$ cat src/rtl/ultrasonic_echo_emulator.sv
// ultrasonic_echo_emulator
// Responder side of an HC-SR04-style trigger/echo interface. A qualified
// trigger pulse starts a measurement. After a fixed burst delay, echo is
// driven high for distancia * CYCLES_PER_CM cycles.
// Optional feature macro: EMU_TIMEOUT_EN. When it is defined, an
// out-of-range distance produces a TIMEOUT_CYCLES wide echo, as a real
// sensor does with no target. When it is undefined, an out-of-range
// distance produces no echo at all, and done still pulses.
module ultrasonic_echo_emulator #(
    parameter int CYCLES_PER_CM   = 2941,
    parameter int MIN_TRIG_CYCLES = 500,
    parameter int BURST_CYCLES    = 5000,
    parameter int MAX_CM          = 400,
    parameter int TIMEOUT_CYCLES  = 1_900_000
) (
    input  logic       clock,
    input  logic       reset,
    input  logic       trigger,
    input  logic [8:0] distancia,
    output logic       echo,
    output logic       busy,
    output logic       done,
    output logic [2:0] db_estado
);

    typedef enum logic [2:0] {
        IDLE   = 3'd0,
        TRIG   = 3'd1,
        BURST  = 3'd2,
        ECHO   = 3'd3,
        DONE   = 3'd4,
        NOECHO = 3'd5
    } state_t;

    localparam logic [21:0] CPC_C   = 22'(CYCLES_PER_CM);
    localparam logic [21:0] MIN_C   = 22'(MIN_TRIG_CYCLES);
    localparam logic [21:0] BURST_C = 22'(BURST_CYCLES);
    localparam logic [8:0]  MAX_C   = 9'(MAX_CM);
`ifdef EMU_TIMEOUT_EN
    localparam logic [21:0] TIMEOUT_C = 22'(TIMEOUT_CYCLES);
`endif

    state_t      state_r;
    logic        sync1_r;
    logic        trig_s;
    logic        trig_prev_r;
    logic [21:0] cnt_r;
    logic [21:0] width_r;
    logic [21:0] width_calc_s;
    logic        in_range_s;
`ifndef EMU_TIMEOUT_EN
    logic        oor_r;
`endif

    assign db_estado = state_r;

    // Bring the asynchronous trigger into the clock domain with two flops
    always_ff @(posedge clock or negedge reset) begin
        if (!reset) begin
            sync1_r <= 1'b0;
            trig_s  <= 1'b0;
        end else begin
            sync1_r <= trigger;
            trig_s  <= sync1_r;
        end
    end

    // Echo width for the distance currently presented, used only at latch time
    always_comb begin
        in_range_s   = 1'b0;
        width_calc_s = 22'd0;
        if ((distancia != 9'd0) && (distancia <= MAX_C)) begin
            in_range_s   = 1'b1;
            width_calc_s = {13'd0, distancia} * CPC_C;
        end else begin
            in_range_s   = 1'b0;
`ifdef EMU_TIMEOUT_EN
            width_calc_s = TIMEOUT_C;
`else
            width_calc_s = 22'd0;
`endif
        end
    end

    // Measurement sequencer with registered echo/busy/done outputs
    always_ff @(posedge clock or negedge reset) begin
        if (!reset) begin
            state_r     <= IDLE;
            cnt_r       <= 22'd0;
            width_r     <= 22'd0;
            trig_prev_r <= 1'b0;
            echo        <= 1'b0;
            busy        <= 1'b0;
            done        <= 1'b0;
`ifndef EMU_TIMEOUT_EN
            oor_r       <= 1'b0;
`endif
        end else begin
            trig_prev_r <= trig_s;
            case (state_r)
                IDLE: begin
                    echo <= 1'b0;
                    busy <= 1'b0;
                    done <= 1'b0;
                    // Only a rising edge observed here starts a measurement;
                    // the first high sample already counts toward the width
                    if (trig_s && !trig_prev_r) begin
                        cnt_r   <= 22'd1;
                        state_r <= TRIG;
                    end else begin
                        cnt_r   <= 22'd0;
                    end
                end
                TRIG: begin
                    if (trig_s) begin
                        if (cnt_r < MIN_C) begin
                            cnt_r <= cnt_r + 22'd1;
                        end
                    end else if (cnt_r >= MIN_C) begin
                        width_r <= width_calc_s;
`ifndef EMU_TIMEOUT_EN
                        oor_r   <= !in_range_s;
`endif
                        cnt_r   <= 22'd0;
                        busy    <= 1'b1;
                        state_r <= BURST;
                    end else begin
                        cnt_r   <= 22'd0;
                        state_r <= IDLE;
                    end
                end
                BURST: begin
                    if (cnt_r == BURST_C - 22'd1) begin
                        cnt_r <= 22'd0;
`ifdef EMU_TIMEOUT_EN
                        echo    <= 1'b1;
                        state_r <= ECHO;
`else
                        if (oor_r) begin
                            state_r <= NOECHO;
                        end else begin
                            echo    <= 1'b1;
                            state_r <= ECHO;
                        end
`endif
                    end else begin
                        cnt_r <= cnt_r + 22'd1;
                    end
                end
                ECHO: begin
                    if (cnt_r == width_r - 22'd1) begin
                        cnt_r   <= 22'd0;
                        echo    <= 1'b0;
                        done    <= 1'b1;
                        state_r <= DONE;
                    end else begin
                        cnt_r <= cnt_r + 22'd1;
                    end
                end
`ifndef EMU_TIMEOUT_EN
                NOECHO: begin
                    echo    <= 1'b0;
                    done    <= 1'b1;
                    state_r <= DONE;
                end
`endif
                DONE: begin
                    done    <= 1'b0;
                    busy    <= 1'b0;
                    state_r <= IDLE;
                end
                default: begin
                    cnt_r   <= 22'd0;
                    echo    <= 1'b0;
                    busy    <= 1'b0;
                    done    <= 1'b0;
                    state_r <= IDLE;
                end
            endcase
        end
    end

endmodule
$ cat config.mk
export PLATFORM = sky130hd
export DESIGN_NAME = ultrasonic_echo_emulator
export DESIGN_NICKNAME = d
export VERILOG_FILES = /design/src/rtl/ultrasonic_echo_emulator.sv
export SDC_FILE = /design/constraint.sdc
export NUM_CORES = 1
export LEC_CHECK = 0
export BUFFER_PORTS_ARGS = -buffer_cell sky130_fd_sc_hd__buf_2
export CAP_MARGIN = 0
export CELL_PAD_IN_SITES_DETAIL_PLACEMENT = 2
export CELL_PAD_IN_SITES_GLOBAL_PLACEMENT = 2
export CORE_AREA = 2 2 146 112
export CTS_CLUSTER_SIZE = 40
export DETAILED_ROUTE_END_ITERATION = 12
export DIE_AREA = 0 0 148 114
export PLACE_DENSITY = 0.88
export SYNTH_ARGS = -nofsm -noshare
export SYNTH_HDL_FRONTEND = slang
export SYNTH_SLANG_ARGS = --single-unit
$ cat constraint.sdc
create_clock -name clock -period 4.1 [get_ports clock]
set_input_delay 0 -clock clock [delete_from_list [all_inputs] [get_ports clock]]
set_output_delay 0 -clock clock [all_outputs]
set_load 0.005 [all_outputs]
==> summary.md <==
The run finished, with violations left. The checks that failed: setup timing. Global routing finished with a remaining overflow of 0.

Ratio of final minimum period to clock period: 1.03. After routing the design area is 0.00695 mm². After legalization and detailed placement, the total HPWL measured 18,800 µm. After the last flow step, the layout net total stands at 874. The starting density of the core came out at 0.390. The most numerous cell type found on the critical path is inv_1.

The number of placement rows is 40, and the total of max-cap violations is 0. The compound-gate portion of the synthesized area works out to 0.210. The min-delay analysis places its worst path in the category primary input to register. Synthesis produced a netlist whose cell count is 741.

For the pin with the worst max-slew slack, the measured transition is 0.935 ns. Counting every net in the synthesized netlist gives 846. Final non-filler cell total: 980. TritonCTS built the clock tree. The final antenna-violating net count came out at 0.

The critical path's largest stage delay came out at 0.60 ns. STA classifies the critical path startpoint as a primary input. The share of synthesized registers carrying an async set or reset works out to 1.00. In this run the power density over the cells is 557 mW/mm². In this run the cell area of the synthesized design comes to 0.00609 mm². Overall die area: 0.0169 mm².

The number of placed instances, taps included, is 963. Worst-case headroom to the max-slew limit: 0.377. The number of input and output port buffers inserted is 17, and the total power is 3.87 mW.

The highest clock frequency the design can meet was 237 MHz; the final weighted congestion in routability-driven placement was 0.872. The area taken by flip-flops and latches was 0.00133 mm²; the final critical delay including setup and external delays was 4.22 ns. Summing all multi-input logic gate instances after layout gives 0.00435 mm².

The H-tree generated during clock tree synthesis spans 2 levels. The share of layout cells above drive strength 1 was 0.145. 18 I/O pins were placed. The tools report the CTS sink count as 53.

The clock arrives with 0.00953 ns of skew. Using the TritonRoute via totals, the vias-per-cell ratio works out to 6.66. From bottom edge to top edge, the die measures 114 µm. The horizontal extent of the die was 148 µm.

The logs give 0 for the number of hold violations in the final report and 0.0156 mm² for the core region area. In this run, the number of DRC markers left after iteration 0 of detailed routing was 655. In this run, synthesis inferred 0 flip-flops with an integrated enable. The simple-gate share of the synthesized area was 0.179; the leakage power total was 3.13 nW. For this run, the number of Yosys warnings is 0. The tools report the via count of the first global-routing pass as 6,845. By area, the combinational part of the netlist is dominated by adder cells. The final count of negative-setup-slack endpoints was 6. The clock reaches the later pin of the worst-skew pair after 0.32 ns.

The clock-pin slew reported for the worst setup and hold paths after clock tree synthesis is 0.09 ns. The first detailed-routing pass ran for 5 iterations. Data arrives at the worst endpoint at 4.42 ns.

The mean cell area of the mapped netlist was 8.21 µm². The type of the worst setup path is primary input to register. Share of the synthesized area in the top cell type: 0.218.

The slowest stage of the critical path belongs to the cell fa_1. The tools report the worst setup slack after layout as -0.121 ns. The share of cell area taken by muxes after synthesis is 0, and the share of synthesized cell area in full adder, half adder and majority cells is 0.238. In the post-synthesis netlist, the biggest area contributors are dfrtp_1 22%, fa_1 13%, ha_1 11%.

By instance count, the leading cell after synthesis is inv_1. The maximum fanout count along the critical path was 4; the area of placed instances was 0.00655 mm². The number of antenna violations at the first check in global routing came out at 0.

The total global routing track utilization was 0.302. After detailed routing, the number of remaining DRC violations is 0. Entering global routing, the biggest net connects 54 pins.

The commonest cells after synthesis are 113 x inv_1, 70 x nand2_1, 55 x ha_1. The xor/xnor share of the synthesized area was 0.0576; the total number of vias was 6,522. The tightest hold path in the finished design has a slack of 0.0909 ns. The max-slew violation count came out at 0. The repair_antennas step left the layout with diodes totalling 0.

Type of destination of the critical path: a register. Buffers inserted during clock tree synthesis total 5. For the worst setup path, the data required time is 4.29 ns.

From synthesis to final layout, the design area changed by 14.1%. In this run, synthesis produced a sequential element count of 53. Counting the fill cells in the layout gives 1,728. Total wirelength of the detailed-routed design: 30,300 µm. The first global-routing pass estimated 39,400 µm of wire. The clock passes through at most 2 buffers. After synthesis, the netlist uses 64 different library cells.

After detailed routing, the average wire length per cell comes to 30.9 µm. The most frequently used flop master after synthesis was dfrtp_1. Cell accounting for the most synthesized area: dfrtp_1. The fraction of the yosys area taken by sequential cells was 0.218. Across the VDD grid, the largest voltage drop is 250 µV. The signal on the critical path passes through buf_2 -> ha_1 -> inv_1 -> fa_1 -> inv_1 -> fa_1 -> inv_1 -> fa_1 -> inv_1 -> ha_2 -> o21a_1 -> nor2_2 -> a31oi_4 -> a41oi_4 -> a21oi_2 -> a211oi_2 -> xor2_1 -> a22o_1. The root buffer cell chosen for the clock tree is clkbuf_16.
## state kept, by name, summed over array words and instances, names as in the netlist
register / flops
done: 1
db_estado: 3
cnt_r: 22
trig_prev_r: 1
echo: 1
width_r: 21
busy: 1
oor_r: 1
sync1_r: 1
trig_s: 1
## worst max-delay path, delay by kind of cell
| family | cells | cell delay [ns] |
|---|---|---|
| simple gates | 1 | 0.08 |
| compound gates | 6 | 1.17 |
| buf+inv | 5 | 0.53 |
| fa+ha+maj | 5 | 2.43 |
| xor+xnor | 1 | 0.18 |
## layout make-up
cell class	instances	share of cell area
Sequential cell	53	0.191
Clock buffer	5	0.0180
Inverter	113	0.0611
Tap cell	210	0.0378
Timing Repair Buffer	63	0.0632
Multi-Input combinational cell	533	0.626
Clock inverter	3	0.00324
## logic make-up after synthesis
kind of cell	after synthesis
buf+inv	155
xor+xnor	40
compound gates	180
simple gates	220
flops	53
fa+ha+maj	93
## per-stage QoR
| step | utilization | TNS, ns | setup WS, ns |
|---|---|---|---|
| after floorplan | - | 0 | 0.113 |
| after global placement | 0.419 | -0.155 | -0.115 |
| after detailed placement | 0.419 | -2.78 | -0.577 |
| after CTS | 0.434 | 0 | 0.00749 |
| after global routing | 0.445 | -1.28 | -0.257 |
| final | 0.445 | -0.449 | -0.121 |
## final timing paths
check | startpoint | end | slack [ns] | depth (start not counted)
worst max-delay path | distancia[0] | width_r[20]$_DFFE_PN0P_ | -0.12 | 18
min in group asynchronous | reset | busy$_DFFE_PN0P_ | 0.37 | 3
worst min register to register | sync1_r$_DFF_PN0_ | trig_s$_DFF_PN0_ | 0.39 | 0
worst max register to register | width_r[0]$_DFFE_PN0P_ | cnt_r[14]$_DFFE_PN0P_ | 0.08 | 12
worst min-delay path | distancia[0] | width_r[0]$_DFFE_PN0P_ | 0.09 | 3
max in group asynchronous | reset | width_r[2]$_DFFE_PN0P_ | 3.20 | 3
## placed cells by master (no fill, tap or decap), types with 10 or more instances in the layout
cell type	n
fa_1	35
a311oi_1	13
and3_1	10
ha_1	49
o22ai_1	18
xnor2_1	22
nand2_1	69
nor3_1	22
o31ai_1	13
a21oi_1	18
dfrtp_1	53
nor4_1	11
buf_2	17
buf_4	43
xor2_1	17
nor2_1	39
inv_1	109
o21ai_0	21
a31oi_1	23
nand3_1	23
## repair_timing
action | in CTS | in global routing
setup buffers | 1 | 6
endpoints found under the hold margin | 54 | 0
endpoints found under the setup margin | 5 | 13
gates resized for setup | 9 | 27
pin swaps | 6 | 25
hold buffers | 2 | 0
## layer usage
layer  vias up  routed length [µm]  GRT usage
li1       2643                   -          -
met1      3358               12000      0.391
met2       367               14500      0.521
met3       154                1980     0.0400
met4         0                1850      0.107
met5         -                   0          0
## report_power, final
| part | total [mW] | switching (mW) | internal [mW] |
|---|---|---|---|
| Sequential | 0.649 | 0.0885 | 0.561 |
| Combinational | 2.75 | 1.62 | 1.13 |
| Clock | 0.469 | 0.241 | 0.228 |
| Total | 3.87 | 1.95 | 1.92 |
Power figures use the tool's default switching activity.
